==> config.mk <==
export PLATFORM = sky130hd
export DESIGN_NAME = me_frame_sequencer
export DESIGN_NICKNAME = d
export VERILOG_FILES = /design/src/rtl/me_frame_sequencer.sv
export SDC_FILE = /design/constraint.sdc
export NUM_CORES = 1
export LEC_CHECK = 0
export ABC_AREA = 1
export CAP_MARGIN = 20
export CORE_MARGIN = 3
export CORE_UTILIZATION = 50
export CTS_BUF_LIST = sky130_fd_sc_hd__clkbuf_4 sky130_fd_sc_hd__clkbuf_8 sky130_fd_sc_hd__clkbuf_16
export DETAILED_ROUTE_END_ITERATION = 7
export PLACE_DENSITY = 0.76
export SETUP_SLACK_MARGIN = 0.15
export SYNTH_ARGS = -nofsm -noshare
export SYNTH_HDL_FRONTEND = slang
export SYNTH_SLANG_ARGS = --single-unit
==> constraint.sdc <==
create_clock -name clk -period 2.5 [get_ports clk]
set_input_delay 0.5 -clock clk [delete_from_list [all_inputs] [get_ports clk]]
set_output_delay 0.5 -clock clk [all_outputs]
set_load 0.01 [all_outputs]
==> src/rtl/me_frame_sequencer.sv <==
// rtl/me_frame_sequencer.sv - per-frame macroblock sequencer for the full-search ME core
//
// Walks a frame in raster order, issues one me_req/me_ack transaction per
// macroblock, and queues each MB's {mb_x, mb_y, min_sad, min_mvec} into a
// small result FIFO that is read through a valid/ready port.
//
// Ports:
//   clk, rst_n           clock (rising edge), asynchronous active-low reset
//   start                1-cycle frame start, honoured only in IDLE
//   busy                 high from accepted start through the frame_done cycle
//   frame_done           1-cycle pulse after the last MB result is pushed
//   mb_x, mb_y           current MB coordinates, stable while me_req is high
//   me_req / me_ack      request/acknowledge handshake with the ME core
//   min_sad, min_mvec    core result, valid while me_ack is high
//   res_valid/res_ready  result FIFO read handshake
//   res_mb_x, res_mb_y,
//   res_sad, res_mvec    FIFO head entry (zero while empty)

module me_frame_sequencer #(
  parameter int SAD_WIDTH  = 16,
  parameter int MVEC_WIDTH = 12,
  parameter int MB_COLS    = 8,
  parameter int MB_ROWS    = 6,
  parameter int FIFO_DEPTH = 4,
  localparam int XW        = $clog2(MB_COLS + 1),
  localparam int YW        = $clog2(MB_ROWS + 1)
) (
  input  logic                  clk,
  input  logic                  rst_n,
  input  logic                  start,
  output logic                  busy,
  output logic                  frame_done,
  output logic [XW-1:0]         mb_x,
  output logic [YW-1:0]         mb_y,
  output logic                  me_req,
  input  logic                  me_ack,
  input  logic [SAD_WIDTH-1:0]  min_sad,
  input  logic [MVEC_WIDTH-1:0] min_mvec,
  output logic                  res_valid,
  input  logic                  res_ready,
  output logic [XW-1:0]         res_mb_x,
  output logic [YW-1:0]         res_mb_y,
  output logic [SAD_WIDTH-1:0]  res_sad,
  output logic [MVEC_WIDTH-1:0] res_mvec
);

  localparam int PW = $clog2(FIFO_DEPTH);
  localparam int CW = $clog2(FIFO_DEPTH + 1);
  localparam int EW = XW + YW + SAD_WIDTH + MVEC_WIDTH;

  typedef enum logic [2:0] {
    S_IDLE,
    S_CHECK,
    S_REQ,
    S_RELEASE,
    S_DONE
  } state_t;

  state_t          state, state_nxt;
  logic            me_req_nxt, busy_nxt, frame_done_nxt;
  logic [XW-1:0]   mb_x_nxt;
  logic [YW-1:0]   mb_y_nxt;

  logic [CW-1:0]   fifo_count;
  logic [PW-1:0]   wr_ptr, rd_ptr;
  logic [EW-1:0]   fifo_mem [FIFO_DEPTH];
  logic            push, pop, fifo_full;
  logic            last_col, last_mb;

  // Only REQ writes the FIFO, and CHECK only enters REQ with a free slot,
  // so push never lands on a full FIFO.
  assign push      = (state == S_REQ) && me_ack;
  assign res_valid = (fifo_count != '0);
  assign pop       = res_valid && res_ready;
  assign fifo_full = (fifo_count == CW'(FIFO_DEPTH));
  assign last_col  = (mb_x == XW'(MB_COLS - 1));
  assign last_mb   = last_col && (mb_y == YW'(MB_ROWS - 1));

  always_ff @(posedge clk or negedge rst_n) begin
    if (!rst_n) begin
      state      <= S_IDLE;
      me_req     <= 1'b0;
      busy       <= 1'b0;
      frame_done <= 1'b0;
      mb_x       <= '0;
      mb_y       <= '0;
    end else begin
      state      <= state_nxt;
      me_req     <= me_req_nxt;
      busy       <= busy_nxt;
      frame_done <= frame_done_nxt;
      mb_x       <= mb_x_nxt;
      mb_y       <= mb_y_nxt;
    end
  end

  always_comb begin
    state_nxt      = state;
    me_req_nxt     = me_req;
    busy_nxt       = busy;
    frame_done_nxt = 1'b0;
    mb_x_nxt       = mb_x;
    mb_y_nxt       = mb_y;
    case (state)
      S_IDLE: begin
        if (start) begin
          mb_x_nxt  = '0;
          mb_y_nxt  = '0;
          busy_nxt  = 1'b1;
          state_nxt = S_CHECK;
        end
      end
      S_CHECK: begin
        if (!fifo_full) begin
          me_req_nxt = 1'b1;
          state_nxt  = S_REQ;
        end
      end
      S_REQ: begin
        if (me_ack) begin
          me_req_nxt = 1'b0;
          state_nxt  = S_RELEASE;
        end
      end
      S_RELEASE: begin
        // Hold the coordinates until the core drops ack so the loaders
        // never see them change mid-handshake.
        if (!me_ack) begin
          if (last_mb) begin
            frame_done_nxt = 1'b1;
            state_nxt      = S_DONE;
          end else begin
            if (last_col) begin
              mb_x_nxt = '0;
              mb_y_nxt = mb_y + YW'(1);
            end else begin
              mb_x_nxt = mb_x + XW'(1);
            end
            state_nxt = S_CHECK;
          end
        end
      end
      S_DONE: begin
        busy_nxt  = 1'b0;
        state_nxt = S_IDLE;
      end
      default: begin
        me_req_nxt = 1'b0;
        busy_nxt   = 1'b0;
        state_nxt  = S_IDLE;
      end
    endcase
  end

  always_ff @(posedge clk or negedge rst_n) begin
    if (!rst_n) begin
      fifo_count <= '0;
      wr_ptr     <= '0;
      rd_ptr     <= '0;
    end else begin
      if (push) wr_ptr <= wr_ptr + PW'(1);
      if (pop)  rd_ptr <= rd_ptr + PW'(1);
      case ({push, pop})
        2'b10:   fifo_count <= fifo_count + CW'(1);
        2'b01:   fifo_count <= fifo_count - CW'(1);
        default: fifo_count <= fifo_count;
      endcase
    end
  end

  // Storage needs no reset: the head is masked to zero whenever the FIFO
  // is empty, so stale or uninitialised entries are never visible.
  always_ff @(posedge clk) begin
    if (push) fifo_mem[wr_ptr] <= {mb_x, mb_y, min_sad, min_mvec};
  end

  assign {res_mb_x, res_mb_y, res_sad, res_mvec} = res_valid ? fifo_mem[rd_ptr] : '0;

endmodule

Word level (Yosys, flattened, before mapping)
Memory sizes are Yosys's and may differ from the RTL's.
Cells that the tools add are included.

operators by class
  $add $sub $neg = 6
  equality and inequality tests = 15
  muxes and demuxes = 28
  bitwise logic cells = 2
  reductions and logical operators = 14

operators by type and width
  kind                   number
  $mux W35               1
  $mux W3                9
  $mux W4                4
  $ne A2 B2 Y1 const B   6
  $pmux W3 S2            2
  $pmux W3 S4            1
  $eq A3 B3 Y1 const B   3
  $mux W1                8
  $pmux W4 S2            1
  $reduce_and A4 Y1      2
  $add A3 B1 Y3 const B  2
  $eq A3 B2 Y1 const B   2
  $reduce_or A3 Y1       2
  $reduce_and A5 Y1      1
  $add A2 B1 Y2 const B  2
  $add A4 B1 Y4 const B  1
  $eq A4 B3 Y1 const B   1
  $reduce_bool A2 Y1     2
  $eq A3 B1 Y1 const B   1
  $logic_and A1 B1 Y1    3
  $logic_not A3 Y1       1
  $pmux W1 S3            1
  $reduce_and A3 Y1      1
  $reduce_bool A3 Y1     1
  6 further kinds        7

word-level totals
  bits in registers = 20
  RAM bits = 140
  input bits = 33
  output and inout port bits = 46
  memories kept = 1

memory list
  memory    words  bits a word  rd ports  clocked after Yosys merged registers in  write ports  line  text
  fifo_mem  4      35           1         0                                        1            66    logic [EW-1:0] fifo_mem [FIFO_DEPTH];

Depth between registers and ports, before layout
Gate-level depths: netlist of run 1.

  depth in word-level cells = 5
  depth in mapped cells = 10
  mapped depth without buffers = 10

Least setup slack after synthesis of run 1
OpenSTA, ideal clock, no wires.

  path type = register -> register
  start = register state[0]
  end = memory fifo_mem[0][0] in the netlist's numbering (enable)
  arrival = 2,286 ps
  setup slack = -213 ps
  stages on the path, launching flop included = 5
  buffers on the path = 1
  period minus slack after synthesis = 2,713 ps
  path through = dfrtp_1 > buf_6 > inv_1 > nand4_2 > nor2_1

between the ends
  longest elaborated chain between the ends = 4

RTL lines
  what                           line  text
  start, declared                59    state_t state, state_nxt;
  start signal, assigned         88    state <= state_nxt;
  $eq A3 B2 Y1                   72    assign push = (state == S_REQ) && me_ack;
  $logic_and A1 B1 Y1            72
  $mux W1                        174   if (push) fifo_mem[wr_ptr] <= {mb_x, mb_y, min_sad, min_mvec};
  $mux W1 (implied by the code)  174
  end, declared                  66

No other way between the ends.

Final worst setup path of run 1
  start = register rd_ptr[0]
  end = output port res_sad[5]

between the ends
  longest elaborated chain between the ends = 2

RTL lines
  what                    line  text
  start, declared         65    logic [PW-1:0] wr_ptr, rd_ptr;
  start signal, assigned  162   if (pop) rd_ptr <= rd_ptr + PW'(1);
  $mem_v2 Z4 W35          -
  $mux W35                177   assign {res_mb_x, res_mb_y, res_sad, res_mvec} = res_valid ? fifo_mem[rd_ptr] : '0;
  end, declared           43    output logic [SAD_WIDTH-1:0] res_sad,

No other way between the ends.

==> results of run 1 <==
## through the flow
stage               power (mW)   util  area (um2)
floorplan                 5.69      -        6630
global placement          7.32  0.605        7730
detailed placement        7.44  0.605        7730
global route              10.9  0.674        8610
CTS                       10.1  0.665        8500
finish                    10.3  0.674        8610
## worst max path at each step
stage                                            to  slack (ns)  depth (start not counted)
final                                    res_sad[5]        0.07                          9
after global routing                     res_sad[5]       0.005                          9
after CTS                                res_sad[4]        0.08                          7
after detailed placement  fifo_count[2]$_DFFE_PN0P_        0.17                          9
after global placement    fifo_count[2]$_DFFE_PN0P_        0.22                          9
after floorplan            fifo_mem[0][0]$_DFFE_PP_       -0.21                          4
## cell type report
| class | instances | area, um2 | share of cell area |
|---|---|---|---|
| flip-flops and latches | 160 | 4710 | 0.547 |
| multi-input cells | 358 | 1840 | 0.214 |
| repair buffers | 116 | 1180 | 0.137 |
| clock buffers | 17 | 425 | 0.0494 |
| well taps | 172 | 215 | 0.0250 |
| clock inverters | 15 | 146 | 0.0170 |
| inverters | 23 | 96.3 | 0.0112 |
## cell usage in the layout, fill, tap and decap left out, types with 7 or more instances in the layout
master	Yosys	layout
edfxtp_1	140	140
nor2_1	160	131
nand2_1	45	44
clkdlybuf4s50_1	0	42
o21ai_0	63	41
a21oi_1	37	34
o21ai_1	12	33
buf_2	12	31
dfrtp_1	20	19
clkbuf_16	0	19
nor2_2	2	18
inv_1	18	17
nor2_4	2	15
buf_4	3	15
buf_12	0	13
ha_1	8	8
nand3_1	7	7
## repair_timing
action | 4_1_cts | 5_1_grt
resized for setup | 175 | 45
pin swaps | 12 | 18
endpoints found under the setup margin | 36 | 33
setup buffers | 12 | 2
cloned | 3 | 2
## flip-flops by register name, indices dropped and copies added, names as in the netlist
register,flops
rd_ptr,2
fifo_count,3
wr_ptr,2
busy,1
frame_done,1
me_req,1
fifo_mem,140
state,3
mb_x,4
mb_y,3
## routing by layer
layer	part of all wire	routed length [um]	global-route usage
met1	0.40	5980	0.244
met2	0.52	7740	0.365
met3	0.064	956	0.0550
met4	0.019	283	0.0777
met5	0	0	0
## worst max-delay path, delay by kind of cell, from the launching register on
family / cells / cell delay [ns]
compound gates: 2 / 0.19
buf+inv: 5 / 0.67
flops: 1 / 0.53
simple gates: 2 / 0.12
## cell families (layout without fill, tap and decap cells)
| family | after synthesis | in the layout |
|---|---|---|
| compound gates | 112 | 112 |
| flops | 160 | 160 |
| xor+xnor | 7 | 7 |
| buf+inv | 50 | 171 |
| fa+ha+maj | 9 | 9 |
| simple gates | 230 | 230 |
## report_power, final
part / internal (mW) / switching (mW)
combinational: 1.88 / 2.49
clock: 1.46 / 1.00
sequential: 3.23 / 0.220
==> results.sh, run 1 <==
export IMPL_status="finished, final reports clean"
export IMPL_synth_compound_area_frac=0.0846
export IMPL_core_mm2=0.0128
export IMPL_p_per_area_mw_per_mm2=1200
export IMPL_crit_top_cell="buf_6"
export IMPL_seq_area_frac_synth=0.710
export IMPL_htree_levels=4
export IMPL_numPortBuffers=78
export IMPL_dp_cells=810
export IMPL_cts_buffer_depth=2
export IMPL_area_delta_synth_final_pct=29.9
export IMPL_synthAdderAreaFrac=0.0181
export IMPL_dp_hpwl_um=8410
export IMPL_synth_area_mm2=0.00663
export IMPL_clk_pin_slew_ns=0.06
export IMPL_critPathLaunchType="register"
export IMPL_final_cells=861
export IMPL_pre_cts_ws_ns=0.169
export IMPL_rr_worst_depth=11
export IMPL_syn_inst=568
export IMPL_synth_top_cell_area_share=0.634
export IMPL_ioPinCount=79
export IMPL_num_rows=41
export IMPL_max_vdd_ir_drop_uv=633
export IMPL_yosys_warnings=0
export IMPL_synth_distinct_cells=26
export IMPL_period_share=0.971
export IMPL_clock_root_buffer="clkbuf_16"
export IMPL_required_ns=2.00
export IMPL_setup_ws_ns=0.0715
export IMPL_synth_edf_count=140
export IMPL_hold_viol_final=0
export IMPL_regToRegSetupSlack_ns=0.42
export IMPL_timing_final_crit_period_ns=2.43
export IMPL_antenna_cells=0
export IMPL_synthArstFlopShare=0.125
export IMPL_fmax_mhz=412
export IMPL_worstMarginPinSlew_ns=0.422
export IMPL_slowest_stage="dfrtp_4"
export IMPL_hold_path_class="in -> async"
export IMPL_synth_top_family_by_area="simple AND/OR/NAND/NOR gates"
export IMPL_nets=718
export IMPL_via_per_inst=5.39
export IMPL_track_usage=0.208
export IMPL_cp_startpoint="rd_ptr[0]$_DFFE_PN0P_"
export IMPL_synth_largest_area_cell="edfxtp_1"
export IMPL_synthSimpleGateAreaFrac=0.142
export IMPL_rsz0062_at_grt="true"
export IMPL_cp_cell_sequence="buf_6 > buf_6 > buf_16 > buf_6 > nor2_4 > nor2_1 > o21ai_1 > a21oi_1 > buf_2"
export IMPL_dr_pass1_iters=5
export IMPL_gr_total_overflow=0
export IMPL_route_detailed_drc=0
export IMPL_p_leak_nw=3.20
export IMPL_critPathMaxFanout=6
export IMPL_die_h_um=121
export IMPL_setup_worst_path_class="reg -> out"
export IMPL_die_w_um=121
export IMPL_reg2reg_from="fifo_count[0]$_DFFE_PN0P_"
export IMPL_drv_slew=0
export IMPL_clkLatencyLatePin_ns=0.42
export IMPL_drtAntennaViolNets=0
export IMPL_syn_avg_cell_area_um2=11.7
export IMPL_dieArea_mm2=0.0147
export IMPL_ys_seq_elements=160
export IMPL_synth_nets=610
export IMPL_drtIter0Drc=432
export IMPL_start_util=0.519
export IMPL_arrival_ns=1.93
export IMPL_maxCapViolations=0
export IMPL_antenna_found_initial=0
export IMPL_cts_tree="yes"
export IMPL_postCtsHoldBufs=0
export IMPL_hold_slack_ns=0.415
export IMPL_cp_end_kind="output port"
export IMPL_setup_tns_ns=0
export IMPL_synth_area_leaders="edfxtp_1 (63%), nor2_1 (9.1%), dfrtp_1 (7.6%)"
export IMPL_grt_pass1_vias=4634
export IMPL_ys_flop_type="edfxtp_1"
export IMPL_cts_sinks=160
export IMPL_maxSlewHeadroom=0.719
export IMPL_grt_pass1_wl_um=22900
export IMPL_finalClockSkew_ns=0.00507
export IMPL_reg2reg_to="fifo_count[2]$_DFFE_PN0P_"
export IMPL_cp_slowest_stage_delay_ns=0.53
export IMPL_wl_per_cell_um=17.4
export IMPL_drive_above_1_share=0.225
export IMPL_vias=4638
export IMPL_yosys_top_cells_count="nor2_1 (160), edfxtp_1 (140), o21ai_0 (63), nand2_1 (45), a21oi_1 (37)"
export IMPL_fill_cells=880
export IMPL_grt_max_degree=37
export IMPL_finalSetupViolations=0
export IMPL_yosysMostFrequentCell="nor2_1"
export IMPL_routed_wirelength_um=15000
export IMPL_cts_buffers=17
export IMPL_yosys_area_share_xor_xnor=0.00925
export IMPL_place_gp_congestion=0.852
export IMPL_synth_area_mux_share=0
Note: power is estimated with default switching activity, not from simulation.
==> run 2, diff against run 1 <==
--- a/config.mk
+++ b/config.mk
@@ -13,6 +13,7 @@
 export DETAILED_ROUTE_END_ITERATION = 7
 export PLACE_DENSITY = 0.76
 export SETUP_SLACK_MARGIN = 0.15
+export SKIP_CTS_REPAIR_TIMING = 1
 export SYNTH_ARGS = -nofsm -noshare
 export SYNTH_HDL_FRONTEND = slang
 export SYNTH_SLANG_ARGS = --single-unit
==> results.sh, run 2 (same netlist as run 1, synthesis figures left out) <==
export IMPL_core_mm2=0.0128
export IMPL_clk_pin_slew_ns=0.06
export IMPL_die_h_um=121
export IMPL_start_util=0.519
export IMPL_maxCapViolations=0
export IMPL_required_ns=2.00
export IMPL_fmax_mhz=408
export IMPL_cp_end_kind="output port"
export IMPL_hold_path_class="in -> async"
export IMPL_crit_end="res_sad[3]"
export IMPL_hold_viol_final=0
export IMPL_register_area_mm2=0.00471
export IMPL_drv_slew=0
export IMPL_reg_top3="fifo_mem x140, mb_x x4"
export IMPL_largest_register="fifo_mem"
export IMPL_track_usage=0.194
export IMPL_setup_worst_path_class="reg -> out"
export IMPL_reg2reg_to="fifo_count[2]$_DFFE_PN0P_"
export IMPL_num_rows=41
export IMPL_drtIter0Drc=371
export IMPL_cts_sinks=160
export IMPL_cp_cell_sequence="buf_6 > buf_6 > buf_12 > clkbuf_16 > nor2_4 > nor2_1 > o21ai_1 > a21oi_2 > buf_2"
export IMPL_ioPinCount=79
export IMPL_die_w_um=121
export IMPL_grt_max_degree=37
export IMPL_setup_ws_ns=0.0514
export IMPL_slowest_stage="dfrtp_4"
export IMPL_reg2reg_from="fifo_count[0]$_DFFE_PN0P_"
export IMPL_cp_slowest_stage_delay_ns=0.50
export IMPL_final_cell_mix="edfxtp_1 (140), nor2_1 (122), o21ai_1 (50)"
export IMPL_grt_pass1_wl_um=21600
export IMPL_pre_cts_ws_ns=0.169
export IMPL_dr_pass1_iters=5
export IMPL_dp_hpwl_um=8410
export IMPL_worstMarginPinSlew_ns=0.419
export IMPL_crit_buf_inv=5
export IMPL_gr_total_overflow=0
export IMPL_clkLatencyLatePin_ns=0.42
export IMPL_cts_buffer_depth=2
export IMPL_htree_levels=4
export IMPL_timing_final_crit_period_ns=2.45
export IMPL_critPathMaxFanout=6
export IMPL_cts_tree="yes"
export IMPL_crit_family="buffers and inverters"
export IMPL_layout_commonest_cell="edfxtp_1"
export IMPL_rr_worst_depth=11
export IMPL_period_share=0.979
export IMPL_via_per_inst=5.43
export IMPL_place_gp_congestion=0.852
export IMPL_clock_root_buffer="clkbuf_16"
export IMPL_antenna_found_initial=0
export IMPL_hold_slack_ns=0.419
export IMPL_grt_pass1_vias=4460
export IMPL_numPortBuffers=78
export IMPL_routed_wirelength_um=15100
export IMPL_rsz0062_at_grt="true"
export IMPL_setup_tns_ns=0
export IMPL_p_leak_nw=3.28
export IMPL_nets=718
export IMPL_p_per_area_mw_per_mm2=1200
export IMPL_regToRegSetupSlack_ns=0.39
export IMPL_crit_top_cell="buf_6"
export IMPL_multiInputGateArea_mm2=0.00194
export IMPL_dieArea_mm2=0.0147
export IMPL_status="finished, final reports clean"
export IMPL_cts_buffers=17
export IMPL_wl_per_cell_um=17.6
export IMPL_cp_startpoint="rd_ptr[0]$_DFFE_PN0P_"
export IMPL_max_vdd_ir_drop_uv=680
export IMPL_vias=4674
export IMPL_finalClockSkew_ns=0.00574
export IMPL_path_depth=9
export IMPL_arrival_ns=1.95
export IMPL_route_detailed_drc=0
export IMPL_finalSetupViolations=0
export IMPL_critPathLaunchType="register"
export IMPL_drive_above_1_share=0.228
export IMPL_power_mw=10.4
export IMPL_largest_reg_flops=140
export IMPL_area_delta_synth_final_pct=31.7
export IMPL_antenna_cells=0
export IMPL_maxSlewHeadroom=0.721
export IMPL_drtAntennaViolNets=0
export IMPL_fill_cells=826
-- run 2: changes by cell type in the layout (fill, tap and decap cells not counted), sizes merged --
cell           before  now
bufbuf              1    0
dlygate4sd2         1    0
dlymetal6s2s        0    8
buf                66   55
clkbuf             22   28
clkdlybuf4s15       1    0
clkinv              8    9
inv                23   22
-- run 2: how the worst min path moves through the flow --
stage / start / endpoint / slack (ns) / depth (start not counted)
3_3_place_gp: fifo_count[1]$_DFFE_PN0P_ / fifo_count[1]$_DFFE_PN0P_ / 0.46 / 2
6_report: rst_n / frame_done$_DFF_PN0_ / 0.42 / 2
2_1_floorplan: rst_n / busy$_DFFE_PN0P_ / 0.20 / 0
5_1_grt: rst_n / me_req$_DFFE_PN0P_ / 0.44 / 2
4_1_cts: rst_n / me_req$_DFFE_PN0P_ / 0.42 / 2
3_5_place_dp: fifo_count[1]$_DFFE_PN0P_ / fifo_count[1]$_DFFE_PN0P_ / 0.47 / 2
-- run 2: final cells by class --
type	count	share of cell area
timing repair buffer	116	0.136
clock buffer	17	0.0488
clock inverter	15	0.0168
multi-input combinational	358	0.223
inverter	23	0.0116
tap	172	0.0247
sequential	160	0.540
-- run 2: per-layer routing --
metal,part of all wire,wire (um),GRT usage,vias up
li1,-,-,-,2181
met1,0.39,5930,0.233,2276
met2,0.52,7820,0.331,183
met3,0.069,1050,0.0536,34
met4,0.023,349,0.0777,0
met5,0,0,0,-
-- run 2: where the power goes --
part	total (mW)	internal (mW)	leakage, nW	switching, mW
sequential	3.45	3.23	1.53	0.217
combinational	4.51	1.92	1.49	2.59
clock	2.47	1.46	0.266	1.01
total	10.4	6.61	3.28	3.82
-- run 2: per-stage QoR --
| stage | util | std cells | area [um2] |
|---|---|---|---|
| floorplan | - | 568 | 6630 |
| global placement | 0.605 | 810 | 7730 |
| detailed placement | 0.605 | 810 | 7730 |
| CTS | 0.650 | 842 | 8310 |
| global route | 0.683 | 861 | 8730 |
| finish | 0.683 | 861 | 8730 |
